[src/rtl/elink_trig_pkg.sv]
// Shared constants and types for the e-link trigger-sum datapath.
//   TRIG_DATA_W  : width of one e-link trigger-primitive word
//   TRIG_SUM_W   : width of the saturated four-link trigger sum
//   TRIG_SUM_MAX : saturation ceiling of the trigger sum
package elink_trig_pkg;

  localparam int TRIG_DATA_W  = 12;
  localparam int TRIG_SUM_W   = 13;
  localparam int TRIG_SUM_MAX = 8191;

  typedef logic [TRIG_DATA_W-1:0] trig_word_t;
  typedef logic [TRIG_SUM_W-1:0]  trig_sum_t;

endpackage

[src/rtl/elink_trig_pair_adder.sv]
// Registered adder of two unsigned trigger words. The result is one bit
// wider than the inputs, so it cannot overflow.
// Ports:
//   clk    : rising-edge clock
//   rst_n  : asynchronous active-low reset, clears the sum to 0
//   a_i    : first operand  [DATA_W-1:0]
//   b_i    : second operand [DATA_W-1:0]
//   sum_o  : registered a_i + b_i [DATA_W:0]
module elink_trig_pair_adder
  import elink_trig_pkg::*;
#(
  parameter int DATA_W = TRIG_DATA_W
) (
  input  logic              clk,
  input  logic              rst_n,
  input  logic [DATA_W-1:0] a_i,
  input  logic [DATA_W-1:0] b_i,
  output logic [DATA_W:0]   sum_o
);

  logic [DATA_W:0] sum_d, sum_q;

  assign sum_d = {1'b0, a_i} + {1'b0, b_i};

  always_ff @(posedge clk or negedge rst_n) begin
    if (!rst_n) sum_q <= '0;
    else        sum_q <= sum_d;
  end

  assign sum_o = sum_q;

endmodule

[src/rtl/elink_trig_summer.sv]
// Two-stage pipelined saturating sum of four e-link trigger words.
//   Stage 1: two pair adders register p0 = in1+in2 and p1 = in3+in4.
//   Stage 2: full sum p0+p1, clamped to 2^OUT_W-1, registered to data_out.
// Latency is 2 cycles, throughput one sum per cycle, no handshake.
// Ports:
//   clk               : rising-edge clock
//   rst_n             : asynchronous active-low reset, flushes the pipeline
//   data_in1..4       : unsigned trigger words [DATA_W-1:0]
//   data_out          : saturated registered sum [OUT_W-1:0]
//   sat_flag          : (only with ELINK_TRIG_SUMMER_SAT_FLAG_EN) 1 when the
//                       sample now on data_out was clamped
// Optional feature macro: ELINK_TRIG_SUMMER_SAT_FLAG_EN
module elink_trig_summer
  import elink_trig_pkg::*;
#(
  parameter int DATA_W = TRIG_DATA_W,
  parameter int OUT_W  = TRIG_SUM_W
) (
  input  logic              clk,
  input  logic              rst_n,
  input  logic [DATA_W-1:0] data_in1,
  input  logic [DATA_W-1:0] data_in2,
  input  logic [DATA_W-1:0] data_in3,
  input  logic [DATA_W-1:0] data_in4,
`ifdef ELINK_TRIG_SUMMER_SAT_FLAG_EN
  output logic              sat_flag,
`endif
  output logic [OUT_W-1:0]  data_out
);

  localparam int NUM_PAIRS = 2;
  localparam int SUM_W     = DATA_W + 2;
  // Ceiling evaluated in 32 bits so it stays valid for any OUT_W below 32.
  localparam logic [31:0] SAT_MAX = (32'd1 << OUT_W) - 32'd1;

  logic [2*NUM_PAIRS-1:0][DATA_W-1:0] din;
  logic [NUM_PAIRS-1:0][DATA_W:0]     p_q;

  assign din = {data_in4, data_in3, data_in2, data_in1};

  // Stage 1: pair k adds links 2k+1 and 2k+2.
  for (genvar g = 0; g < NUM_PAIRS; g++) begin : g_pair
    elink_trig_pair_adder #(.DATA_W(DATA_W)) u_pair (
      .clk   (clk),
      .rst_n (rst_n),
      .a_i   (din[2*g]),
      .b_i   (din[2*g+1]),
      .sum_o (p_q[g])
    );
  end

  // Stage 2: full-width add then clamp; nothing is dropped before the compare.
  logic [SUM_W-1:0] s;
  logic             sat_d;
  logic [OUT_W-1:0] data_d, data_q;

  assign s      = {1'b0, p_q[0]} + {1'b0, p_q[1]};
  assign sat_d  = (32'(s) > SAT_MAX);
  assign data_d = sat_d ? OUT_W'(SAT_MAX) : OUT_W'(s);

  always_ff @(posedge clk or negedge rst_n) begin
    if (!rst_n) data_q <= '0;
    else        data_q <= data_d;
  end

  assign data_out = data_q;

`ifdef ELINK_TRIG_SUMMER_SAT_FLAG_EN
  logic sat_q;

  always_ff @(posedge clk or negedge rst_n) begin
    if (!rst_n) sat_q <= 1'b0;
    else        sat_q <= sat_d;
  end

  assign sat_flag = sat_q;
`endif

endmodule

[config.mk]
export PLATFORM = sky130hd
export DESIGN_NAME = elink_trig_summer
export DESIGN_NICKNAME = d
export VERILOG_FILES = /design/src/rtl/elink_trig_pkg.sv /design/src/rtl/elink_trig_pair_adder.sv /design/src/rtl/elink_trig_summer.sv
export SDC_FILE = /design/constraint.sdc
export NUM_CORES = 1
export LEC_CHECK = 0
export ABC_CLOCK_PERIOD_IN_PS = 4600
export BUFFER_PORTS_ARGS = -buffer_cell sky130_fd_sc_hd__clkbuf_2
export CAP_MARGIN = 20
export CORE_AREA = 2 2 93 95
export DETAILED_ROUTE_END_ITERATION = 10
export DIE_AREA = 0 0 95 97
export PLACE_DENSITY = 0.52
export SETUP_SLACK_MARGIN = 0.15
export SKIP_CTS_REPAIR_TIMING = 1
export SYNTH_ARGS = -nofsm -noshare
export SYNTH_HDL_FRONTEND = slang
export SYNTH_SLANG_ARGS = --single-unit
[constraint.sdc]
create_clock -name clk -period 4.6 [get_ports clk]
set_input_delay 0.69 -clock clk [delete_from_list [all_inputs] [get_ports clk]]
set_output_delay 0.69 -clock clk [all_outputs]
set_load 0.02 [all_outputs]
==> impl_metrics.csv, run 1 <==
group,metric,value,unit
status,outcome,"finished, final reports clean",
sta,finalSetupTns,0,ps
synth,synth_top_area_cell,"dfrtp_1",
sta,whs,513,ps
setup_path,crit_fanout,11,
finish,final_area,3300,um^2
setup_path,start_kind,"flop",
clock_tree,htreeDepth,2,
finish,finalNonFillerCells,462,
finish,diodes,0,
run,maxCapViolations,0,
routing,routed_wl,5580,um
routing,wl_per_cell,12.1,um
routing,drc,0,
global_route,grt_pass1_wl,9840,um
synth,async_reset_ff_share,100,%
synth,ys_ff_latch,39,
pwr,p_per_area,409,nW/um^2
finish,finalNetCount,446,
clock_tree,cts_tree,"built",
setup_path,slowest_stage,"o21a_1",
clock_tree,cts_buffers,5,
routing,num_vias,2296,
global_route,grt_use_total,13.3,%
clock_tree,clk_pin_slew,80,ps
routing,ant_nets,0,
setup_path,end_kind,"flop",
global_route,overflow,0,
synth,synth_top_area_share,34.8,%
synth,synth.top_cells.by_area,"dfrtp_1, ha_1, a21oi_1",
die,die_h,97,um
hold_path,holdCritPathClass,"input pin to asynchronous set/reset pin",
setup_path,required,4750,ps
routing,drt_iter0_markers,53,
die,io_pins,63,
placement,numPortBuffers,62,
placement,dp_hpwl,4660,um
clock_tree,clockBufferDepth,2,
pwr,leakage,1.58,nW
global_route,antenna_found_initial,0,
synth,syn_inst,294,
clock_tree,root_buffer,"clkbuf_8",
synth,synth-edff-count,0,
synth,yosysWarnings,0,
setup_path,cp_top_family,"compound AO/OA/AOI/OAI gates",
synth,netlist_area,2810,um^2
setup_path,cp.buffers_inverters,0,
synth,ys_seq_area_share,34.8,%
pwr,ir_drop,109,uV
routing,vias_per_cell,4.97,
finish,area_growth,17.4,%
synth,ys.flop_type,"dfrtp_1",
global_route,grt_max_degree,40,
sta,final_hold_viol_count,0,
sta,worst_pin_slew,901,ps
setup_path,slowest_delay,390,ps
setup_path,path_cells,"ha_1 > a211oi_2 > o21ai_1 > a21oi_1 > o21a_1 > o21ai_0",
die,die_width,95,um
synth,post_synth_num_cell_types,47,
sta,fin_skew,5.30,ps
die,design.core.area,8130,um^2
placement,dpl-instance-area,3210,um^2
sta,fin_crit,2150,ps
finish,drive_gt1_share,21.3,%
synth,syn_avg_cell_area,9.55,um^2
setup_path,arrival,2300,ps
clock_tree,insertion_delay,290,ps
global_route,grt_pass1_vias,2273,
die,die_area,9220,um^2
die,rows,33,
setup_path,path_class,"flop to flop",
placement,placed_cells,454,
die,initial_core_util,34.5,%
sta,slew_viol_final,0,
sta,slew_headroom,39.9,%
sta,fmax,465,MHz
placement,place_congestion,0.794,
sta,period_share,46.8,%
routing,dr.pass1.iters,4,
sta,finalSetupViolCount,0,
sta,rsz0062_at_grt,"false",
synth,syn_nets,384,
clock_tree,cts.sinks,39,
power breakdown:
part / total (mW) / leakage, nW / internal, mW / switching [mW]
registers: 0.463 / 0.441 / 0.437 / 0.0265
logic: 0.657 / 1.10 / 0.272 / 0.386
clock network: 0.227 / 0.0402 / 0.105 / 0.122
logic make-up after synthesis:
| family | synth area share, % |
|---|---|
| adder cells (fa/ha/maj) | 18.6 |
| buffers and inverters | 3.65 |
| XOR/XNOR | 6.24 |
| multiplexers | 1.11 |
| AO/OA/AOI/OAI | 22.3 |
| flip-flops | 34.8 |
| AND/OR/NAND/NOR | 13.3 |
layout by cell type, fill, tap and decap left out, types with 2 or more instances in the layout:
master       n
fa_1         3
o21ai_1      5
nand3_1      6
o21bai_1     4
xnor2_1     13
nand2b_1     9
mux2i_1      2
nand4_1      3
clkbuf_8     5
a311oi_1     2
dfrtp_1     39
nor3_1       6
clkbuf_2    62
o21ai_0     21
xor2_1       7
o211ai_1     6
a311o_1      2
clkinvlp_4   2
nor4_1       3
a21oi_1     23
o21a_1       7
a21o_1       9
a31oi_1      2
ha_1        37
nand2_1     15
and3_1       5
inv_1       16
nor2_1      17
nor2b_1      4
a221oi_1     2
or3_1        2
a211oi_2     3
cell type report:
cell class              count  area, um^2
clock buffers               5        68.8
clock inverters             3        20.0
fillers                   848        4840
inverters                  16        60.1
multi-input cells         232        1730
flip-flops and latches     39         976
well taps                 105         131
repair buffers             62         310
stage by stage:
step,setup slack (ps),util (%),total power [mW]
6_report,2450,40.5,1.35
5_1_grt,2220,40.5,1.47
4_1_cts,2410,40.5,1.37
3_5_place_dp,2160,39.4,1.13
3_3_place_gp,2210,39.4,1.13
2_1_floorplan,2440,-,0.967
cells in the mapped netlist (all sizes together), types with 4 or more instances:
cell type and n:
ha 37, a21o 9, and3 6, o21ai 26, xnor2 13, nand3 6
o21bai 4, inv 16, nand2 15, o21a 7, nor2 17, xor2 7
a21oi 23, nor3 6, dfrtp 39, nand2b 9, clkbuf 4, nor2b 4
a211oi 4, o211ai 6
metal layers:
layer,share of wire (%),routed length (um),global-route usage [%]
met4,0.84,47,4.46
met2,48,2680,22.2
met1,47,2630,17.6
met3,3.8,210,1.71
met5,0,0,0
state kept, by name, summed over array words and instances, names as in the netlist:
name,cells
g_pair.u_pair.sum_o,26
data_out,13
worst reg2reg max path: stages, from the launching register on:
cell	delay, ps
dfrtp_1	380
ha_1	320
a211oi_2	300
o21ai_1	150
a21oi_1	310
o21a_1	390
o21ai_0	170
path summary, 6_finish.rpt:
| kind | start | endpoint | slack [ps] | cells past startpoint |
|---|---|---|---|---|
| max | g_pair[0].u_pair.sum_o[1] | data_out[3] | 2450 | 6 |
| min | rst_n | data_out[7] | 510 | 1 |
| max reg2reg | g_pair[0].u_pair.sum_o[1] | data_out[3] | 2450 | 6 |
| min reg2reg | g_pair[1].u_pair.sum_o[0] | data_out[0] | 570 | 2 |
| max in group asynchronous | rst_n | g_pair[0].u_pair.sum_o[9] | 3530 | 1 |
| min in group clk | g_pair[1].u_pair.sum_o[0] | data_out[0] | 570 | 2 |
(Power assumes the default switching activity.)
==> run 2, diff against run 1 <==
- ABC_AREA: unset -> 1
- ABC_CLOCK_PERIOD_IN_PS: 4600 -> 1850
- CORE_AREA: 2 2 93 95 -> 2 2 96 98
- DIE_AREA: 0 0 95 97 -> 0 0 98 100
- PLACE_DENSITY: 0.52 -> 0.54
- clock period: 4.6 -> 1.85 ns (I/O delays scaled with it)
==> run 2 against run 1 <==
First-iteration DRC count is 83% higher. Final area increased by 14%. Sequential share of layout area fell by 3.6 points. Clock skew is 5.1 ps higher. Largest cell class unchanged. Synthesized cell count increased by 39%. Power grew to 3.0 times the previous value. Fmax grew 31%. The run now ends with hold timing left. Count of clock-buffer cells in the layout is 1 higher. Critical endpoint is now data_out[6].
==> impl_metrics.csv, run 2 <==
group,metric,value,unit
status,outcome,"finished with violations",
status,violations,"hold timing",
sta,whs,-37.7,ps
setup_path,cp.buffers_inverters,1,
die,io_pins,63,
die,initial_core_util,33.8,%
clock_tree,cts_tree,"built",
pwr,ir_drop,386,uV
placement,dp_hpwl,5640,um
sta,worst_pin_slew,578,ps
clock_tree,htreeDepth,2,
synth,synth_top_area_share,32.4,%
placement,numPortBuffers,62,
pwr,clkPwrFrac,20.5,%
routing,drc,0,
sta,final_hold_viol_count,23,
pwr,power,4.05,mW
pwr,p_int,2.45,mW
global_route,grt_pass1_wl,11700,um
setup_path,cpMostUsedCell,"nand2_1",
sta,slew_viol_final,0,
routing,ant_nets,0,
routing,drt_iter0_markers,97,
sta,fin_crit,1640,ps
finish,fillers,948,
sta,setup_ws,212,ps
finish,post-route-util,42.2,%
global_route,grt_pass1_vias,2729,
clock_tree,clockBufferDepth,2,
setup_path,cp.depth,9,
sta,slew_headroom,61.5,%
setup_path,path_class,"flop to flop",
setup_path,slowest_stage,"fa_2",
setup_path,reg2reg_depth,9,
global_route,grt_max_degree,26,
finish,finalNetCount,574,
synth,syn_inst,409,
setup_path,arrival,1820,ps
hold_path,holdCritPathClass,"input pin to asynchronous set/reset pin",
sta,finalSetupTns,0,ps
global_route,antenna_found_initial,0,
pwr,pwr-share-comb,50.2,%
synth,synth.top_cells.by_area,"dfrtp_1, nand2_1, ha_1",
setup_path,end_kind,"flop",
die,die_h,100,um
setup_path,slowest_delay,420,ps
clock_tree,cts_buffers,5,
run,maxCapViolations,0,
sta,fmax,610,MHz
finish,diodes,0,
synth,post_synth_num_cell_types,26,
die,design.core.area,8890,um^2
finish,multi_input_area,1880,um^2
die,die_area,9800,um^2
setup_path,crit_start,"g_pair[1].u_pair.sum_o[0]",
routing,wl_per_cell,11.2,um
synth,yosys-top-cells-count,"nand2_1, inv_1, dfrtp_1, ha_1, nor2_1",
clock_tree,root_buffer,"clkbuf_8",
synth,syn_avg_cell_area,7.36,um^2
setup_path,required,2030,ps
sta,period_share,88.5,%
synth,ys_seq_area_share,32.4,%
synth,async_reset_ff_share,100,%
pwr,leakage,2.05,nW
finish,area_growth,24.6,%
placement,dpl-instance-area,3490,um^2
setup_path,path_cells,"ha_2 > inv_2 > fa_2 > o21ai_4 > nand2_1 > nand2_1 > nand2_1 > nand2_1 > nand2_1",
sta,rsz0062_at_grt,"true",
synth,ys_ff_latch,39,
finish,final_area,3750,um^2
setup_path,cp_top_family,"adder cells",
setup_path,worstReg2RegStart,"g_pair[1].u_pair.sum_o[0]",
synth,syn_nets,499,
pwr,pwr-share-seq,29.3,%
finish,drive_gt1_share,21.2,%
pwr,sw_frac_of_total,39.5,%
synth,synth-edff-count,0,
finish,seq_area,976,um^2
synth,yosysWarnings,0,
clock_tree,cts.sinks,39,
placement,place_congestion,0.830,
sta,finalSetupViolCount,0,
clock_tree,insertion_delay,300,ps
finish,final_cell_mix,"nand2_1, inv_1, clkbuf_2",
routing,routed_wl,6670,um
setup_path,crit_fanout,4,
die,die_width,98,um
placement,placed_cells,585,
setup_path,start_kind,"flop",
pwr,switching_power,1.60,mW
synth,synth_top_area_cell,"dfrtp_1",
finish,largest_reg_flops,26,
synth,yosysMostFrequentCell,"nand2_1",
routing,num_vias,2702,
finish,finalNonFillerCells,596,
global_route,overflow,0,
sta,fin_skew,10.4,ps
routing,dr.pass1.iters,6,
die,rows,35,
routing,vias_per_cell,4.53,
global_route,grt_use_total,14.5,%
placement,dp_worst_setup_slack,73.9,ps
pwr,p_per_area,1080,nW/um^2
finish,layout_commonest_cell,"nand2_1",
synth,ys.flop_type,"dfrtp_1",
clock_tree,clk_pin_slew,80,ps
synth,netlist_area,3010,um^2
## run 2: changes by cell type after synthesis, moves of 13 or more
| cell | delta |
|---|---|
| nor2_1 | +13 |
| nand2_1 | +122 |
| inv_1 | +49 |
| nand3_1 | +16 |
| o21ai_0 | -15 |
## run 2: cell families (layout without fill, tap and decap cells)
kind of cell / Yosys count / count (layout) / synth area share, %
and+or+nand+nor: 209 / 209 / 29.2
buffers and inverters: 66 / 142 / 8.48
adders and majority gates: 40 / 40 / 17.4
DFF: 39 / 39 / 32.4
AOI/OAI and AO/OA: 34 / 34 / 6.40
xor gates and xnor gates: 21 / 21 / 6.11
## run 2: power by group through the flow
stage          Combinational, mW  Clock [mW]  Sequential (mW)
2_1_floorplan               1.21           0             1.32
3_3_place_gp                1.87           0             1.18
3_5_place_dp                1.89           0             1.18
4_1_cts                     1.90       0.851             1.17
5_1_grt                     2.32       0.898             1.21
6_report                    2.03       0.828             1.19
## run 2: routing by layer
| layer | up-vias | wire length, um | global-route usage [%] |
|---|---|---|---|
| li1 | 1435 | - | - |
| met5 | - | 0 | 0 |
| met2 | 57 | 3280 | 26.7 |
| met3 | 10 | 259 | 2.92 |
| met1 | 1200 | 3030 | 17.4 |
| met4 | 0 | 97 | 3.42 |
## run 2: final timing paths
kind                                              to  slack (ps)
max in group asynchronous  g_pair[1].u_pair.sum_o[9]        1350
min reg2reg                              data_out[0]         580
min in group clk           g_pair[0].u_pair.sum_o[0]         210
max                                      data_out[6]         210
min                                      data_out[1]         -40
max reg2reg                              data_out[6]         210
## run 2: layout make-up
type / instances / share of cell area, %
multi-input combinational: 304 / 50.2
sequential: 39 / 26.0
timing repair buffer: 69 / 10.0
inverter: 65 / 6.51
tap: 111 / 3.70
clock buffer: 6 / 1.94
clock inverter: 2 / 1.60
## run 2: worst reg2reg max path, stage by stage (launching register included)
cell	delay (ps)
dfrtp_1	350
ha_2	190
inv_2	40
fa_2	420
o21ai_4	210
nand2_1	100
nand2_1	70
nand2_1	40
nand2_1	60
nand2_1	50
